File: src/rtl/pipe_ctrl_pkg.sv
// Shared constants and control-bundle type for the pipe_ctrl decoder and stage registers.
// The optional jump opcode is enabled by the PIPE_CTRL_JUMP_EN macro.
package pipe_ctrl_pkg;

  localparam logic [5:0] OP_RTYPE = 6'b000000;
  localparam logic [5:0] OP_LW    = 6'b100011;
  localparam logic [5:0] OP_SW    = 6'b101011;
  localparam logic [5:0] OP_ADDI  = 6'b001000;
  localparam logic [5:0] OP_BEQ   = 6'b000100;
  localparam logic [5:0] OP_BNE   = 6'b000101;
  localparam logic [5:0] OP_J     = 6'b000010;

  localparam logic [5:0] FN_ADD = 6'b100000;
  localparam logic [5:0] FN_SUB = 6'b100010;
  localparam logic [5:0] FN_AND = 6'b100100;
  localparam logic [5:0] FN_OR  = 6'b100101;
  localparam logic [5:0] FN_SLT = 6'b101010;

  localparam logic [2:0] ALU_AND = 3'b000;
  localparam logic [2:0] ALU_OR  = 3'b001;
  localparam logic [2:0] ALU_ADD = 3'b010;
  localparam logic [2:0] ALU_SUB = 3'b110;
  localparam logic [2:0] ALU_SLT = 3'b111;

  // aluctrl is kept at its canonical 3-bit encoding; the top widens it to ALUC_W.
  typedef struct packed {
    logic       regwrite;
    logic       memtoreg;
    logic       memwrite;
    logic       alusrc;
    logic       regdst;
    logic [2:0] aluctrl;
  } ctrl_t;

  localparam ctrl_t CTRL_NOP = '0;

  function automatic ctrl_t rtype_ctrl(input logic [2:0] aluc);
    ctrl_t c;
    c          = CTRL_NOP;
    c.regwrite = 1'b1;
    c.regdst   = 1'b1;
    c.aluctrl  = aluc;
    return c;
  endfunction

endpackage

File: src/rtl/pipe_ctrl_dec.sv
// Pure combinational main/ALU decoder for the decode stage.
// With PIPE_CTRL_JUMP_EN defined, opcode j is legal and reported on o_jump.
module pipe_ctrl_dec
  import pipe_ctrl_pkg::*;
#(
  parameter int OP_W    = 6,
  parameter int FUNCT_W = 6
) (
  input  logic [OP_W-1:0]    i_op,
  input  logic [FUNCT_W-1:0] i_funct,
  output ctrl_t              o_ctrl,
  output logic               o_beq,
  output logic               o_bne,
`ifdef PIPE_CTRL_JUMP_EN
  output logic               o_jump,
`endif
  output logic               o_illegal
);

  always_comb begin
    o_ctrl    = CTRL_NOP;
    o_beq     = 1'b0;
    o_bne     = 1'b0;
    o_illegal = 1'b0;
`ifdef PIPE_CTRL_JUMP_EN
    o_jump    = 1'b0;
`endif
    case (i_op)
      OP_W'(OP_RTYPE): begin
        case (i_funct)
          FUNCT_W'(FN_ADD): o_ctrl = rtype_ctrl(ALU_ADD);
          FUNCT_W'(FN_SUB): o_ctrl = rtype_ctrl(ALU_SUB);
          FUNCT_W'(FN_AND): o_ctrl = rtype_ctrl(ALU_AND);
          FUNCT_W'(FN_OR):  o_ctrl = rtype_ctrl(ALU_OR);
          FUNCT_W'(FN_SLT): o_ctrl = rtype_ctrl(ALU_SLT);
          default:          o_illegal = 1'b1;
        endcase
      end
      OP_W'(OP_LW): begin
        o_ctrl.regwrite = 1'b1;
        o_ctrl.memtoreg = 1'b1;
        o_ctrl.alusrc   = 1'b1;
        o_ctrl.aluctrl  = ALU_ADD;
      end
      OP_W'(OP_SW): begin
        o_ctrl.memwrite = 1'b1;
        o_ctrl.alusrc   = 1'b1;
        o_ctrl.aluctrl  = ALU_ADD;
      end
      OP_W'(OP_ADDI): begin
        o_ctrl.regwrite = 1'b1;
        o_ctrl.alusrc   = 1'b1;
        o_ctrl.aluctrl  = ALU_ADD;
      end
      OP_W'(OP_BEQ): begin
        o_beq          = 1'b1;
        o_ctrl.aluctrl = ALU_SUB;
      end
      OP_W'(OP_BNE): begin
        o_bne          = 1'b1;
        o_ctrl.aluctrl = ALU_SUB;
      end
`ifdef PIPE_CTRL_JUMP_EN
      OP_W'(OP_J):   o_jump    = 1'b1;
`endif
      default:       o_illegal = 1'b1;
    endcase
  end

endmodule

File: src/rtl/pipe_ctrl.sv
// Pipelined control unit: combinational decode plus D->E, E->M, M->W control registers.
// Defining PIPE_CTRL_JUMP_EN adds the jump_d output and makes opcode j legal.
module pipe_ctrl
  import pipe_ctrl_pkg::*;
#(
  parameter int OP_W    = 6,
  parameter int FUNCT_W = 6,
  parameter int ALUC_W  = 3
) (
  input  logic               clk,
  input  logic               rst_n,
  input  logic [OP_W-1:0]    op_d,
  input  logic [FUNCT_W-1:0] funct_d,
  input  logic               equal_d,
  input  logic               stall_d,
  input  logic               flush_e,
  output logic               branch_d,
  output logic               pcsrc_d,
  output logic               illegal_d,
`ifdef PIPE_CTRL_JUMP_EN
  output logic               jump_d,
`endif
  output logic               regdst_e,
  output logic               alusrc_e,
  output logic [ALUC_W-1:0]  aluctrl_e,
  output logic               regwrite_e,
  output logic               memtoreg_e,
  output logic               regwrite_m,
  output logic               memtoreg_m,
  output logic               memwrite_m,
  output logic               regwrite_w,
  output logic               memtoreg_w
);

  ctrl_t w_ctrl_d;
  ctrl_t w_ctrl_next_e;
  logic  w_beq;
  logic  w_bne;
  logic  w_bubble;

  ctrl_t r_ctrl_e;
  logic  r_regwrite_m;
  logic  r_memtoreg_m;
  logic  r_memwrite_m;
  logic  r_regwrite_w;
  logic  r_memtoreg_w;

  pipe_ctrl_dec #(
    .OP_W    (OP_W),
    .FUNCT_W (FUNCT_W)
  ) u_dec (
    .i_op      (op_d),
    .i_funct   (funct_d),
    .o_ctrl    (w_ctrl_d),
    .o_beq     (w_beq),
    .o_bne     (w_bne),
`ifdef PIPE_CTRL_JUMP_EN
    .o_jump    (jump_d),
`endif
    .o_illegal (illegal_d)
  );

  // Branch resolution is ungated; the hazard unit decides whether to honour it.
  assign branch_d = w_beq | w_bne;
  assign pcsrc_d  = (w_beq & equal_d) | (w_bne & ~equal_d);

  assign w_bubble      = stall_d | flush_e;
  assign w_ctrl_next_e = w_bubble ? CTRL_NOP : w_ctrl_d;

  always_ff @(posedge clk or negedge rst_n) begin
    if (!rst_n) begin
      r_ctrl_e <= CTRL_NOP;
    end else begin
      r_ctrl_e <= w_ctrl_next_e;
    end
  end

  // Later stages never stall: the hazard unit only bubbles the D->E boundary.
  always_ff @(posedge clk or negedge rst_n) begin
    if (!rst_n) begin
      r_regwrite_m <= 1'b0;
      r_memtoreg_m <= 1'b0;
      r_memwrite_m <= 1'b0;
      r_regwrite_w <= 1'b0;
      r_memtoreg_w <= 1'b0;
    end else begin
      r_regwrite_m <= r_ctrl_e.regwrite;
      r_memtoreg_m <= r_ctrl_e.memtoreg;
      r_memwrite_m <= r_ctrl_e.memwrite;
      r_regwrite_w <= r_regwrite_m;
      r_memtoreg_w <= r_memtoreg_m;
    end
  end

  assign regdst_e   = r_ctrl_e.regdst;
  assign alusrc_e   = r_ctrl_e.alusrc;
  assign aluctrl_e  = ALUC_W'(r_ctrl_e.aluctrl);
  assign regwrite_e = r_ctrl_e.regwrite;
  assign memtoreg_e = r_ctrl_e.memtoreg;
  assign regwrite_m = r_regwrite_m;
  assign memtoreg_m = r_memtoreg_m;
  assign memwrite_m = r_memwrite_m;
  assign regwrite_w = r_regwrite_w;
  assign memtoreg_w = r_memtoreg_w;

endmodule
File: config.mk
export PLATFORM = sky130hd
export DESIGN_NAME = pipe_ctrl
export DESIGN_NICKNAME = d
export VERILOG_FILES = /design/src/rtl/pipe_ctrl_pkg.sv /design/src/rtl/pipe_ctrl_dec.sv /design/src/rtl/pipe_ctrl.sv
export SDC_FILE = /design/constraint.sdc
export NUM_CORES = 1
export LEC_CHECK = 0
export BUFFER_PORTS_ARGS = -buffer_cell sky130_fd_sc_hd__buf_2
export CAP_MARGIN = 20
export CORE_AREA = 2 2 40 42
export CTS_BUF_LIST = sky130_fd_sc_hd__clkbuf_16
export DETAILED_ROUTE_END_ITERATION = 8
export DIE_AREA = 0 0 42 44
export PLACE_DENSITY_LB_ADDON = 0.1
export SYNTH_ARGS = -nofsm -noshare
export SYNTH_HDL_FRONTEND = slang
export SYNTH_SLANG_ARGS = --single-unit
File: constraint.sdc
create_clock -name clk -period 1.5 [get_ports clk]
set_input_delay 0.075 -clock clk [delete_from_list [all_inputs] [get_ports clk]]
set_output_delay 0.075 -clock clk [all_outputs]
set_load 0.05 [all_outputs]
* Word-level counts from Yosys, hierarchy flattened *
Cells that the tools add are included.

operators by class
  shift-type cells = 0
  equality and inequality tests = 10
  add/sub/neg operators = 0
  muxes and demuxes = 12
  multipliers = 0
  reduce and logical (&&, ||, !) cells = 6
  bitwise gates (word level) = 6
  divide/modulo/power cells = 0
  $lt $le $gt $ge = 0

operators by type and width
  kind                                                                    count
  6-bit equality test (second input constant)                             7
  8-bit one-hot mux with 5 select lines                                   1
  6-bit by 3-bit equality test with 1-bit output (second input constant)  2
  1-bit one-hot mux with 2 select lines                                   5
  5-bit OR reduction                                                      2
  3-bit one-hot mux with 3 select lines                                   1
  8-bit 2-to-1 mux                                                        1
  6-bit by 4-bit equality test with 1-bit output (second input constant)  1
  6-bit zero test                                                         1
  1-bit 2-to-1 mux                                                        4
  2-bit OR reduction                                                      2
  1-bit OR                                                                3
  3-bit OR reduction                                                      1
  1-bit bitwise AND                                                       2
  1-bit NOT                                                               1

storage, ports and cells
  ROM bits = 0
  bits in latches = 0
  word-level logic and storage cells = 45
  memories kept = 0
  register bits = 13
  bits of input ports = 17
  memory bits (writable) = 0
  output and inout bits = 15

* Logic depth before layout (Yosys ltp) *
  depth in word-level cells = 4
  gate-level depth with buffers = 4
  depth with buffers taken out = 4

* By module *
From an unflattened synthesis, not the netlist that was laid out.

second synthesis, totals
  cells, all modules = 62
  area, all modules = 737.0 um^2

by module, submodules not included
  module         instances  cells each  area an instance (um^2)  sequential area each (um^2)
  pipe_ctrl      1          28          488.0                    325.3
  pipe_ctrl_dec  1          34          249.0                    0.0

* Least setup slack after synthesis *
No wires, ideal clock.

  path type = in2out
  from = input port op_d[4]
  to = output port illegal_d
  path slack = 0.211 ns
  required time = 1.425 ns
  arrival = 1.214 ns
  path buffers = 0
  stages = 4
  cell sequence = nor4_1 nand2_1 inv_1 a211oi_2

between the ends
  longest elaborated chain between the ends = 3
  elaborated cells on any way between the ends = 8
  classes of those cells = eq/ne (5); mux (1); reduce/logical (2)

ends and longest elaborated chain
  item                                                                    line                 source
  start: declaration                                                      pipe_ctrl.sv:12      input logic [OP_W-1:0] op_d,
  6-bit by 3-bit equality test with 1-bit output (tied with other cells)  pipe_ctrl_dec.sv:28  case (i_op)
  5-bit OR reduction (no line)                                            -
  1-bit one-hot mux with 2 select lines (*)                               pipe_ctrl_dec.sv:28
  end: declaration                                                        pipe_ctrl.sv:19      output logic illegal_d,

Mark *: on every way between the ends. The rest lies on a longest branch, timed or not.

* Worst setup path after layout *
  from = input port op_d[4]
  to = output port pcsrc_d

between the ends
  longest elaborated chain between the ends = 4
  elaborated cells on any way between the ends = 7
  classes of those cells = eq/ne (2); mux (2); bitwise (3)

ends and longest elaborated chain
  item                                            line                 source
  6-bit by 3-bit equality test with 1-bit output  pipe_ctrl_dec.sv:28
  1-bit 2-to-1 mux                                pipe_ctrl_dec.sv:28
  1-bit bitwise AND                               pipe_ctrl.sv:65      assign pcsrc_d = (w_beq & equal_d) | (w_bne & ~equal_d);
  1-bit OR (*)                                    pipe_ctrl.sv:65
  end: declaration                                pipe_ctrl.sv:18      output logic pcsrc_d,

Marked as above.

==> impl_metrics.tcl <==
set metrics [dict create \
    status "finished, final reports clean" \
    final_nets 106 \
    r2r_cells 0 \
    ys_ff_latch 13 \
    rsz0062_at_grt "false" \
    cp_cell_sequence "buf_2, nor4_1, nand2_1, nor2_1, buf_2" \
    yosysTopAreaCell "dfrtp_1" \
    max-cap-violations 0 \
    clockBufferDepth 2 \
    wl_um 1160 \
    antenna_cells 0 \
    worstPathRequired_ns 1.42 \
    slowest_stage "nor4_1" \
    via_per_inst 5.17 \
    synth_area_per_cell_um2 11.1 \
    final_util_pct 60.2 \
    cts_resized 0 \
    fin_crit_sh_pct 80.3 \
    hold_end "regwrite_e$_DFF_PN0_" \
    ff2ff_setup_slack_ns 1.02 \
    cp-end-kind "output pin" \
    p_per_area_mw_per_mm2 1070 \
    timing.rr.start "regwrite_e$_DFF_PN0_" \
    min_path_cells 4 \
    synth_async_sr_flop_share_pct 100 \
    drive_gt1_share_pct 44.3 \
    synth.net_count 72 \
    max_stage_delay_ns 0.40 \
    clkLatencyLatePin_ns 0.23 \
    yosysWarnings 0 \
    ctsHtreeMaxLevel 1 \
    wl_per_cell_um 11.1 \
    area_growth_syn_to_layout_pct 39.4 \
    die-area_mm2 0.00185 \
    drt_iter0_markers 2 \
    initial_utilization_pct 43.2 \
    ys_top_cells_by_area "dfrtp_1 53%, and3_1 4.1%, buf_4 3.7%" \
    synth_most_common_cell "dfrtp_1" \
    hpwl_um 937 \
    fmax_mhz 830 \
    tightest_slew_ns 0.434 \
    antenna_found_initial 0 \
    hp-start "stall_d" \
    final_area_um2 855 \
    clkPwrFrac_pct 51.7 \
    grt_max_degree 14 \
    rows 14 \
    fillers 122 \
    cts_tree "done" \
    vias 538 \
    die_width_um 42 \
    netlist_area_um2 613 \
    synth_cells 55 \
    grt_pass1_vias 474 \
    cts.clk_slew.worst_paths_ns 0.04 \
    switchingPower_uw 180 \
    dieHeight_um 44 \
    arrival_ns 1.13 \
    synth_commonest_cells "13 x dfrtp_1, 5 x nor2_1, 4 x and3_1" \
    ctsRootBufferMaster "clkbuf_16" \
    ys_seq_area_share_pct 53.1 \
    vdd_ir_drop_max_uv 445 \
    io_pins 32 \
    criticalPathCategory "in -> out" \
    hold_viol 0 \
    yosys_most_used_dff "dfrtp_1" \
    p_int_uw 738 \
    hp-class "in -> reg" \
    globalplace.congestion 0.705 \
    min_period_ns 1.20 \
    p_leak_nw 0.478 \
    multi_input_comb_area_um2 258 \
    combPwrFrac_pct 9.7 \
    synth_cell_types 29 \
    grt_pass1_wl_um 1900 \
    r2r-end "regwrite_m$_DFF_PN0_" \
    netlist.area_leader.share_pct 53.1 \
    clock-sinks 13 \
    globalRouteTotalUtil_pct 14.8 \
    place_area_um2 766 \
    slew_headroom_pct 70.7 \
    dr.pass1.iters 4 \
    share_seq_of_total_power_pct 38.6 \
    setup_violations 0 \
    cts_buffers 3 \
    register_area_um2 325 \
    maxSlewViolCount 0 \
    port_buffers 31 \
    startpoint_type "input pin" \
    swShare_pct 19.6 \
    holdWs_ns 0.129 \
    overflow 0 \
    worstPathMaxFanout 4 \
    finalSetupTns_ns 0 \
    drc 0 \
    skew_ns 0.000522 \
    core_mm2 0.00142 \
    crit_top_cell "buf_2" \
    ant_nets 0 \
    synth_edf_count 0 \
]
## cells in the final DEF (no fill, tap or decap)
cell and count:
dfrtp_1 13, o21ai_1 1, nor2b_1 1, nor4_1 1, and3_1 4, nand3_1 1, dlygate4sd3_1 1, nand2_1 2
nor2_1 5, nor4_2 1, o21a_1 1, o211ai_1 1, nor3b_1 1, a21boi_1 1, a311oi_1 1, buf_2 31
xnor2_1 1, nand2b_1 1, o21ai_0 1, clkbuf_16 3, inv_1 3, nor4b_1 1, a21oi_1 1, nand4_1 2
and4b_1 2, nor3_2 2, a211oi_2 1, and2_1 1, nor4bb_1 1, mux2i_1 1, and2_2 1
## registers in the layout (all words and copies together) (netlist names)
register	count
memwrite_m	1
alusrc_e	1
r_ctrl_e	1
memtoreg_e	1
regwrite_m	1
memtoreg_m	1
regwrite_w	1
aluctrl_e	3
regdst_e	1
regwrite_e	1
memtoreg_w	1
## layer usage
layer	wire length, µm	track usage, %	vias to the layer above
met3	131	3.33	4
met1	469	16.4	234
li1	-	-	265
met2	515	22.8	35
met4	42	15.5	0
met5	0	0	-
## logic make-up after synthesis
kind of cell | synth area share [%]
AOI/OAI and AO/OA | 9.59
xor gates and xnor gates | 1.43
buffers and inverters | 4.90
DFF | 53.1
muxes | 1.63
and+or+nand+nor | 29.4
## worst max path at each step
stage,startpoint,end,slack (ns),depth (start not counted)
global route,op_d[5],illegal_d,0.24,5
finish,op_d[4],pcsrc_d,0.30,5
floorplan,op_d[4],illegal_d,0.21,4
CTS,op_d[4],pcsrc_d,0.29,5
detailed placement,op_d[4],pcsrc_d,0.30,5
global placement,op_d[5],illegal_d,0.34,5
## power by group through the flow
| stage | Combinational, mW | Sequential (mW) | Clock [mW] |
|---|---|---|---|
| after floorplan | 0.0369 | 0.363 | 0 |
| after global placement | 0.0876 | 0.359 | 0 |
| after detailed placement | 0.0877 | 0.359 | 0 |
| after CTS | 0.0899 | 0.354 | 0.493 |
| after global routing | 0.0989 | 0.354 | 0.513 |
| final | 0.0893 | 0.354 | 0.475 |
## critical path, delay by kind of cell
kind	cells	cell delay [ns]
and+or+nand+nor	3	0.67
buffers and inverters	2	0.39
## final cells by class
class | instances | share of cell area [%]
Sequential cell | 13 | 38.1
Multi-Input combinational cell | 37 | 30.2
Timing Repair Buffer | 32 | 19.3
Clock buffer | 3 | 8.78
Tap cell | 16 | 2.34
Inverter | 2 | 0.878
Clock inverter | 1 | 0.439
## what timing repair did
action	4_1_cts	5_1_grt
setup buffers	0	0
endpoints found under the hold margin	13	0
hold buffers	1	0
## stage by stage
stage | std cells | power [mW] | worst slack (ns)
2_1_floorplan | 55 | 0.400 | 0.211
3_3_place_gp | 99 | 0.447 | 0.345
3_5_place_dp | 99 | 0.447 | 0.299
4_1_cts | 104 | 0.937 | 0.290
5_1_grt | 104 | 0.966 | 0.239
6_report | 104 | 0.918 | 0.296
(Power assumes the default switching activity.)
